--- src/rtl/detect_pkg.sv ---
// Shared types and helpers for the serial pattern detector.
// Overlap mode is selected with the DETECT_OVERLAP_EN macro.
package detect_pkg;

  typedef enum logic [1:0] {
    IDLE = 2'd0,
    RUN  = 2'd1,
    DONE = 2'd2
  } state_t;

  localparam int DEF_MAX_LEN = 8;
  localparam int DEF_CNT_W   = 8;

  function automatic logic [4:0] clamp_len(
    input logic [4:0] len,
    input logic [4:0] max_len
  );
    logic [4:0] r;
    r = len;
    if (len == 5'd0) r = 5'd1;
    else if (len > max_len) r = max_len;
    return r;
  endfunction

endpackage

--- src/rtl/detect_shreg.sv ---
// History shift register plus saturating count of bits seen.
// Clear has priority over shift.
module detect_shreg
  import detect_pkg::*;
#(
  parameter int MAX_LEN = DEF_MAX_LEN
) (
  input  logic               clk,
  input  logic               reset,
  input  logic               i_clear,
  input  logic               i_shift,
  input  logic               i_bit,
  input  logic [4:0]         i_len,
  output logic [MAX_LEN-1:0] o_hist,
  output logic [4:0]         o_seen
);

  logic [MAX_LEN-1:0] r_hist;
  logic [4:0]         r_seen;

  always_ff @(posedge clk or posedge reset) begin
    if (reset) begin
      r_hist <= '0;
      r_seen <= '0;
    end else if (i_clear) begin
      r_hist <= '0;
      r_seen <= '0;
    end else if (i_shift) begin
      r_hist <= {r_hist[MAX_LEN-2:0], i_bit};
      if (r_seen < i_len) r_seen <= r_seen + 5'd1;
    end
  end

  assign o_hist = r_hist;
  assign o_seen = r_seen;

endmodule

--- src/rtl/detect_ctrl.sv ---
// Serial pattern detector: FSM, config latch, comparator, match counter.
// Define DETECT_OVERLAP_EN to keep history after a match (overlapping hits).
module detect_ctrl
  import detect_pkg::*;
#(
  parameter int MAX_LEN = DEF_MAX_LEN,
  parameter int CNT_W   = DEF_CNT_W
) (
  input  logic               clk,
  input  logic               reset,
  input  logic               start,
  input  logic               stop,
  input  logic [MAX_LEN-1:0] cfg_pattern,
  input  logic [4:0]         cfg_len,
  input  logic [CNT_W-1:0]   cfg_target,
  input  logic               s_valid,
  input  logic               s_bit,
  output logic               s_ready,
  output logic               match,
  output logic [CNT_W-1:0]   match_cnt,
  output logic               busy,
  output logic               done
);

  state_t r_state, w_next;

  logic [MAX_LEN-1:0] r_pat;
  logic [4:0]         r_len;
  logic [CNT_W-1:0]   r_tgt;
  logic [CNT_W-1:0]   r_cnt;
  logic               r_match;

  logic [MAX_LEN-1:0] w_hist;
  logic [4:0]         w_seen;
  logic [MAX_LEN-1:0] w_cand;
  logic [MAX_LEN-1:0] w_mask;
  logic [CNT_W-1:0]   w_cnt_inc;
  logic               w_start;
  logic               w_acc;
  logic               w_hit;
  logic               w_clr;
  logic               w_tgt_hit;

  assign w_start = start & ~stop;
  assign s_ready = (r_state == RUN) & ~stop;
  // A start in RUN restarts the scan and drops the offered bit.
  assign w_acc   = s_valid & s_ready & ~start;

  assign w_cand = {w_hist[MAX_LEN-2:0], s_bit};

  always_comb begin
    w_mask = '0;
    for (int i = 0; i < MAX_LEN; i++)
      w_mask[i] = (i < int'(r_len));
  end

  assign w_hit = w_acc
    & (({1'b0, w_seen} + 6'd1) >= {1'b0, r_len})
    & (((w_cand ^ r_pat) & w_mask) == '0);

  assign w_cnt_inc = (&r_cnt) ? r_cnt
    : r_cnt + {{(CNT_W-1){1'b0}}, 1'b1};
  assign w_tgt_hit = w_hit & (r_tgt != '0) & (w_cnt_inc == r_tgt);

`ifdef DETECT_OVERLAP_EN
  assign w_clr = w_start;
`else
  assign w_clr = w_start | w_hit;
`endif

  detect_shreg #(
    .MAX_LEN(MAX_LEN)
  ) u_shreg (
    .clk     (clk),
    .reset   (reset),
    .i_clear (w_clr),
    .i_shift (w_acc),
    .i_bit   (s_bit),
    .i_len   (r_len),
    .o_hist  (w_hist),
    .o_seen  (w_seen)
  );

  always_ff @(posedge clk or posedge reset) begin
    if (reset) r_state <= IDLE;
    else       r_state <= w_next;
  end

  always_comb begin
    w_next = r_state;
    unique case (r_state)
      IDLE: if (w_start) w_next = RUN;
      RUN: begin
        if (stop)           w_next = IDLE;
        else if (start)     w_next = RUN;
        else if (w_tgt_hit) w_next = DONE;
      end
      DONE: begin
        if (stop)       w_next = IDLE;
        else if (start) w_next = RUN;
      end
      default: w_next = IDLE;
    endcase
  end

  always_ff @(posedge clk or posedge reset) begin
    if (reset) begin
      r_pat   <= '0;
      r_len   <= '0;
      r_tgt   <= '0;
      r_cnt   <= '0;
      r_match <= 1'b0;
    end else begin
      r_match <= w_hit;
      if (w_start) begin
        r_pat <= cfg_pattern;
        r_len <= clamp_len(cfg_len, 5'(MAX_LEN));
        r_tgt <= cfg_target;
        r_cnt <= '0;
      end else if (w_hit) begin
        r_cnt <= w_cnt_inc;
      end
    end
  end

  assign match     = r_match;
  assign match_cnt = r_cnt;
  assign busy      = (r_state == RUN);
  assign done      = (r_state == DONE);

endmodule

--- config.mk ---
export PLATFORM = sky130hd
export DESIGN_NAME = detect_ctrl
export DESIGN_NICKNAME = d
export VERILOG_FILES = /design/src/rtl/detect_pkg.sv /design/src/rtl/detect_shreg.sv /design/src/rtl/detect_ctrl.sv
export SDC_FILE = /design/constraint.sdc
export NUM_CORES = 1
export LEC_CHECK = 0
export ABC_AREA = 1
export CORE_MARGIN = 2
export CORE_UTILIZATION = 30
export DETAILED_ROUTE_END_ITERATION = 10
export SLEW_MARGIN = 15
export SYNTH_ARGS = -nofsm -noshare
export SYNTH_HDL_FRONTEND = slang
export SYNTH_HIERARCHICAL = 1
export SYNTH_SLANG_ARGS = --single-unit
--- constraint.sdc ---
create_clock -name clk -period 2.6 [get_ports clk]
set_input_delay 0.52 -clock clk [delete_from_list [all_inputs] [get_ports clk]]
set_output_delay 0.52 -clock clk [all_outputs]
set_load 0.02 [all_outputs]
==> metrics, run 1 <==
status completed; Setup WS post-layout 0.2529 ns; first-pass GRT wire length 12160 microns; Data arrival, critical path 2.55 ns; Max Freq 426.1 MHz; pre-CTS WS -0.03325 ns; Worst Setup Path Type flop to flop; Clock Latency Late Sink 0.30 ns; Worst R2R Start u_shreg/o_seen[0]$_DFFE_PP0P_; Pins Over Slew Limit 0; critical path endpoint category flop; Crit path largest cell delay 0.46 ns; cell area after synthesis 0.002950 sq mm; CP cell instances ha_1 > xor2_1 > ha_1 > nand2_1 > nor2_1 > nand3_1 > nand4_1 > nand3_2 > nand2_2 > inv_2 > nand2_2 > nand2_2 > nand2_1 > nand2_1; # nets final 514; Setup TNS 0 ns; count of input and output buffers 38; r2r setup slk around 0.25 ns; initial antenna violation count 0; unrepaired setup endpoints after global routing false; dpl cells 601; FILL cells approximately 1.1k; clock buffer depth 2; Die W slightly above 100 microns; Leak Pwr between 1.5 and 2 nW; number of setup violations in the final report 0; Layout area overhead 24.94%; die span in y 103.2 microns; commonest non-fill, non-tap cell in the layout nand2_1; Remaining Overflow, GRT 0; Post-Synthesis Cells 427; CTS buffer count 5; fin area 0.003686 sq mm; post-detail-place hpwl 5698 microns; Critical Path RT 2.80 ns; Worst Skew 0.006608 ns; Max-Cap Viols 0; Final min period around 2.3 ns; WL/cell 12.03 microns; Rel. slew slack 70.58%; vias in the first global route roughly 2.7k; CTS Sinks 44; Hold Vio Cnt, Final 0; Hold Path Class flop to flop; Vias 2757; routed vias/inst around 4.5; die area around 0.011 sq mm; cells on worst reg2reg path 14; Clock Pin Slew Worst Setup and Hold Paths 0.09 ns; share of layout cells above drive strength 1 8.193%; FF-to-FF End u_shreg/o_seen[4]$_DFFE_PP0P_; Hold Slack just over 0.5 ns; H-Tree Depth 2; final std cells w/o fill a little over 600; largest net degree at the start of global routing 33; worst ir drop on vdd 0.2558 mV; Initial Util between 30% and 40%; drt pass-1 iters 4; total power approximately 2.0 mW; placer congestion estimate roughly 0.9; io pins 39; Slew @ Worst Pin 0.4414 ns; Synth warnings 6; syn_area_per_cell 6.909 sq um; most frequent cells in the layout nand2_1 (149), inv_1 (55), nand3_1 (43), dfrtp_1 (43); # rows 36; fin crit share 90.27%; critical path startpoint u_shreg/o_seen[0]$_DFFE_PP0P_; power per cell area 544.5 mW/mm^2; CTS tree done; # diodes 0; initial DRC count 96; Max FO, Critical Path 10; crit path max-delay cell type dfrtp_1; crit path launch type flop; syn_nets 466; antenna viol nets, final 0; Root Driver clkbuf_8; core area 0.009639 sq mm; DRC viols 0; Cell Area, Placed 0.003523 sq mm; All-Layer GR Usage about 15%; DRT Wirelength 7324 microns; Setup crit end u_shreg/o_seen[4]$_DFFE_PP0P_; Layout Utilization 38.24%
[critical path: cells and delay by family, from the launching register on]
family / cells / cell delay [ns]
buffers and inverters: 1 / 0.12
adder cells (fa/ha/maj): 2 / 0.53
AND/OR/NAND/NOR: 10 / 0.98
flip-flops: 1 / 0.46
XOR/XNOR: 1 / 0.15
[power by group]
group          leakage, nW  internal, mW  switching (mW)
clock network       0.0784         0.481           0.254
logic                 1.23         0.199           0.274
registers            0.579         0.736          0.0635
total                 1.89          1.42           0.592
[how the worst min path moves through the flow]
| stage | cells after the start | endpoint | start |
|---|---|---|---|
| 2_1_floorplan | 1 | u_shreg/o_hist[0]$_DFFE_PP0P_ | reset |
| 3_3_place_gp | 2 | r_pat[5]$_DFFE_PP0P_ | r_pat[5]$_DFFE_PP0P_ |
| 3_5_place_dp | 2 | r_pat[5]$_DFFE_PP0P_ | r_pat[5]$_DFFE_PP0P_ |
| 4_1_cts | 2 | r_pat[5]$_DFFE_PP0P_ | r_pat[5]$_DFFE_PP0P_ |
| 5_1_grt | 2 | r_pat[6]$_DFFE_PP0P_ | r_pat[6]$_DFFE_PP0P_ |
| 6_report | 2 | r_pat[5]$_DFFE_PP0P_ | r_pat[5]$_DFFE_PP0P_ |
[sequential cells by signal (all words and copies together), names as in the netlist]
register        count
u_shreg/o_seen      5
r_len               5
r_state             2
r_tgt               8
r_pat               8
match_cnt           8
match               1
u_shreg/o_hist      7
[routing by layer]
| layer | vias to the layer above | GRT usage (%) | routed length [microns] | share of wire, % |
|---|---|---|---|---|
| met4 | 0 | 4.960 | 121 | 1.7 |
| met2 | 44 | 26.12 | 3643 | 50 |
| met3 | 9 | 2.285 | 218 | 3.0 |
| li1 | 1443 | - | - | - |
| met5 | - | 0 | 0 | 0 |
| met1 | 1261 | 18.09 | 3341 | 46 |
[repair_timing]
item	in CTS	in global routing
buffers inserted	0	0
endpoints found under the setup margin	0	12
hold buffers	0	0
gates resized for setup	0	3
[layout make-up]
type	instances	area (sq um)	area share, %
clock buffers	5	68.82	1.867
repair buffers	46	440.4	11.95
multi-input cells	321	1604	43.52
flip-flops and latches	44	1102	29.90
inverters	57	214.0	5.804
well taps	133	166.4	4.515
clock inverters	3	90.09	2.444
Note: power is estimated with default switching activity, not from simulation.
==> inputs of run 2 (changes only) <==
--- a/config.mk
+++ b/config.mk
@@ -6,9 +6,12 @@
 export NUM_CORES = 1
 export LEC_CHECK = 0
 export ABC_AREA = 1
-export CORE_MARGIN = 2
+export CELL_PAD_IN_SITES_DETAIL_PLACEMENT = 1
+export CELL_PAD_IN_SITES_GLOBAL_PLACEMENT = 1
 export CORE_UTILIZATION = 30
 export DETAILED_ROUTE_END_ITERATION = 10
+export PLACE_DENSITY_LB_ADDON = 0.1
+export SKIP_LAST_GASP = 1
 export SLEW_MARGIN = 15
 export SYNTH_ARGS = -nofsm -noshare
 export SYNTH_HDL_FRONTEND = slang
==> run 2 against run 1 <==
  * Non-clock buffer count increased by 4
  * Maximum frequency decreased by 2.0%
  * Combinational power increased by 8.9%
  * Clock skew increased by 0.0011 ns
  * Design area decreased by 0.98%
  * Clock power decreased by 35%
  * Sequential power increased by 0.5%
  * Critical path depth decreased by 1
  * Routed wire length increased by 16%
  * First-iteration DRC count decreased by 16%
  * Final cell count unchanged
  * Sequential share of layout area increased by 0.33 points
  * Critical endpoint is now u_shreg/o_hist[4]$_DFFE_PP0P_
  * Highest routed layer unchanged
==> metrics, run 2 (same netlist as run 1, synthesis figures left out) <==
Max-Cap Viols 0; share of layout cells above drive strength 1 9.167%; # diodes 0; placer congestion estimate 0.8280; Slew @ Worst Pin roughly 0.48 ns; Setup TNS 0 ns; CTS Hold Bufs 0; CP cell instances ha_1 > xor2_1 > ha_1 > nand2_1 > inv_1 > nand4_1 > nand4_1 > nand3_2 > nand2_2 > buf_4 > nor2_4 > buf_4 > o31ai_1; DRT Wirelength approximately 8500 microns; final std cells w/o fill 609; Worst Skew 0.007680 ns; io pins 39; Initial Util between 30% and 40%; largest net degree at the start of global routing 33; Hold Path Class flop to flop; die area 0.01024 sq mm; Comb power frac 28.7%; count of input and output buffers 38; unrepaired setup endpoints after global routing false; Data arrival, critical path between 2 and 3 ns; routed vias/inst 4.721; CTS Sinks 44; Leak Pwr 1.878 nW; status completed; die span in y 101.2 microns; Root Driver clkbuf_8; drt pass-1 iters 4; Clock Pin Slew Worst Setup and Hold Paths approximately 0.090 ns; initial antenna violation count 0; worst ir drop on vdd 0.1881 mV; Max Freq around 420 MHz; most frequent cells in the layout nand2_1 (149), inv_1 (55), nand3_1 (43); Crit path largest cell delay ~0.47 ns; critical path endpoint category flop; cells on worst reg2reg path 13; Worst R2R Start u_shreg/o_seen[0]$_DFFE_PP0P_; CTS buffer count 5; internal power 1.171 mW; largest delay contributor family on the critical path simple AND/OR/NAND/NOR gates; initial DRC count 81; dpl cells 600; first-pass GRT wire length 14320 microns; number of setup violations in the final report 0; Die W ~100 microns; sequential power share 44.7%; WL/cell 13.97 microns; # nets final 518; DRC viols 0; r2r setup slk 0.21 ns; Remaining Overflow, GRT 0; switching pwr 0.6287 mW; Critical Path RT 2.80 ns; post-detail-place hpwl between 6000 and 7000 microns; clock power share 26.6%; Vias around 2.9k; clock buffer depth 2; Clock Latency Late Sink 0.30 ns; Hold Vio Cnt, Final 0; Layout area overhead 23.71%; FF-to-FF End u_shreg/o_hist[4]$_DFFE_PP0P_; Hold Crit Depth 2; Max FO, Critical Path 6; Min-Delay Startpoint r_pat[3]$_DFFE_PP0P_; Buf+Inv Stages, Crit Path 3; antenna viol nets, final 0; Worst Setup Path Type flop to flop; vias in the first global route about 2.9k; fin crit share 92.11%; # rows 35; power per cell area about 490 mW/mm^2; core area 0.009371 sq mm; Pins Over Slew Limit 0; crit path max-delay cell type dfrtp_2; Hold EP r_pat[3]$_DFFE_PP0P_; crit path launch type flop; Rel. slew slack about two thirds; CTS tree done; commonest non-fill, non-tap cell in the layout nand2_1; Sw Share 34.94%; Final min period roughly 2.4 ns; All-Layer GR Usage 18.03%; H-Tree Depth 2
run 2: worst register-to-register path, stage by stage (launching register included):
cell and delay, ns:
dfrtp_2 0.47, ha_1 0.24, xor2_1 0.15, ha_1 0.28, nand2_1 0.06, inv_1 0.06
nand4_1 0.09, nand4_1 0.18, nand3_2 0.10, nand2_2 0.11, buf_4 0.15, nor2_4 0.04
buf_4 0.17, o31ai_1 0.20
run 2: worst max-delay path by stage:
| stage | startpoint | endpoint | cells past startpoint |
|---|---|---|---|
| global route | u_shreg/o_seen[0]$_DFFE_PP0P_ | u_shreg/o_hist[4]$_DFFE_PP0P_ | 13 |
| CTS | u_shreg/o_seen[0]$_DFFE_PP0P_ | u_shreg/o_seen[3]$_DFFE_PP0P_ | 14 |
| finish | u_shreg/o_seen[0]$_DFFE_PP0P_ | u_shreg/o_hist[4]$_DFFE_PP0P_ | 13 |
| global placement | s_bit | u_shreg/o_seen[2]$_DFFE_PP0P_ | 14 |
| detailed placement | s_bit | u_shreg/o_hist[4]$_DFFE_PP0P_ | 12 |
| floorplan | u_shreg/o_seen[2]$_DFFE_PP0P_ | u_shreg/o_seen[2]$_DFFE_PP0P_ | 14 |
run 2: layer usage:
| metal | up-vias | wire length (microns) | GRT usage [%] | share of wire (%) |
|---|---|---|---|---|
| met5 | - | 0 | 0 | 0 |
| met4 | 0 | 58 | 3.344 | 0.68 |
| met3 | 6 | 228 | 2.415 | 2.7 |
| met2 | 49 | 3576 | 27.63 | 42 |
| met1 | 1365 | 4646 | 27.14 | 55 |
| li1 | 1455 | - | - | - |
run 2: layout make-up:
type,count,area (sq um)
multi-input combinational,321,1604
fill,1217,5722
clock buffer,6,82.58
tap,129,161.4
clock inverter,2,13.76
timing repair buffer,50,470.5
sequential,44,1104
inverter,57,214.0
run 2: power groups by stage:
stage                     logic [mW]  clock network (mW)  registers (mW)
after floorplan                0.341                   0           0.794
after global placement         0.489                   0           0.814
after detailed placement       0.505                   0           0.815
after CTS                      0.509               0.505           0.802
after global routing           0.595               0.533           0.811
final                          0.516               0.479           0.803
run 2: timing repair:
action,4_1_cts,5_1_grt
setup endpoints to repair,0,12
buffers inserted,0,1
resized for setup,0,4
run 2: through the flow:
stage / hold WS, ns / total power, mW / util [%] / worst slack (ns) / cell area [sq um]
after detailed placement: 0.4920 / 1.321 / 37.78 / 0.01040 / 3541
after global placement: 0.4866 / 1.303 / 37.78 / 0.1157 / 3541
after floorplan: 0.3847 / 1.135 / - / 0.2578 / 2950
final: 0.5082 / 1.799 / 38.95 / 0.2052 / 3650
after global routing: 0.5448 / 1.938 / 38.95 / 0.03943 / 3650
after CTS: 0.5157 / 1.816 / 38.81 / 0.05271 / 3637
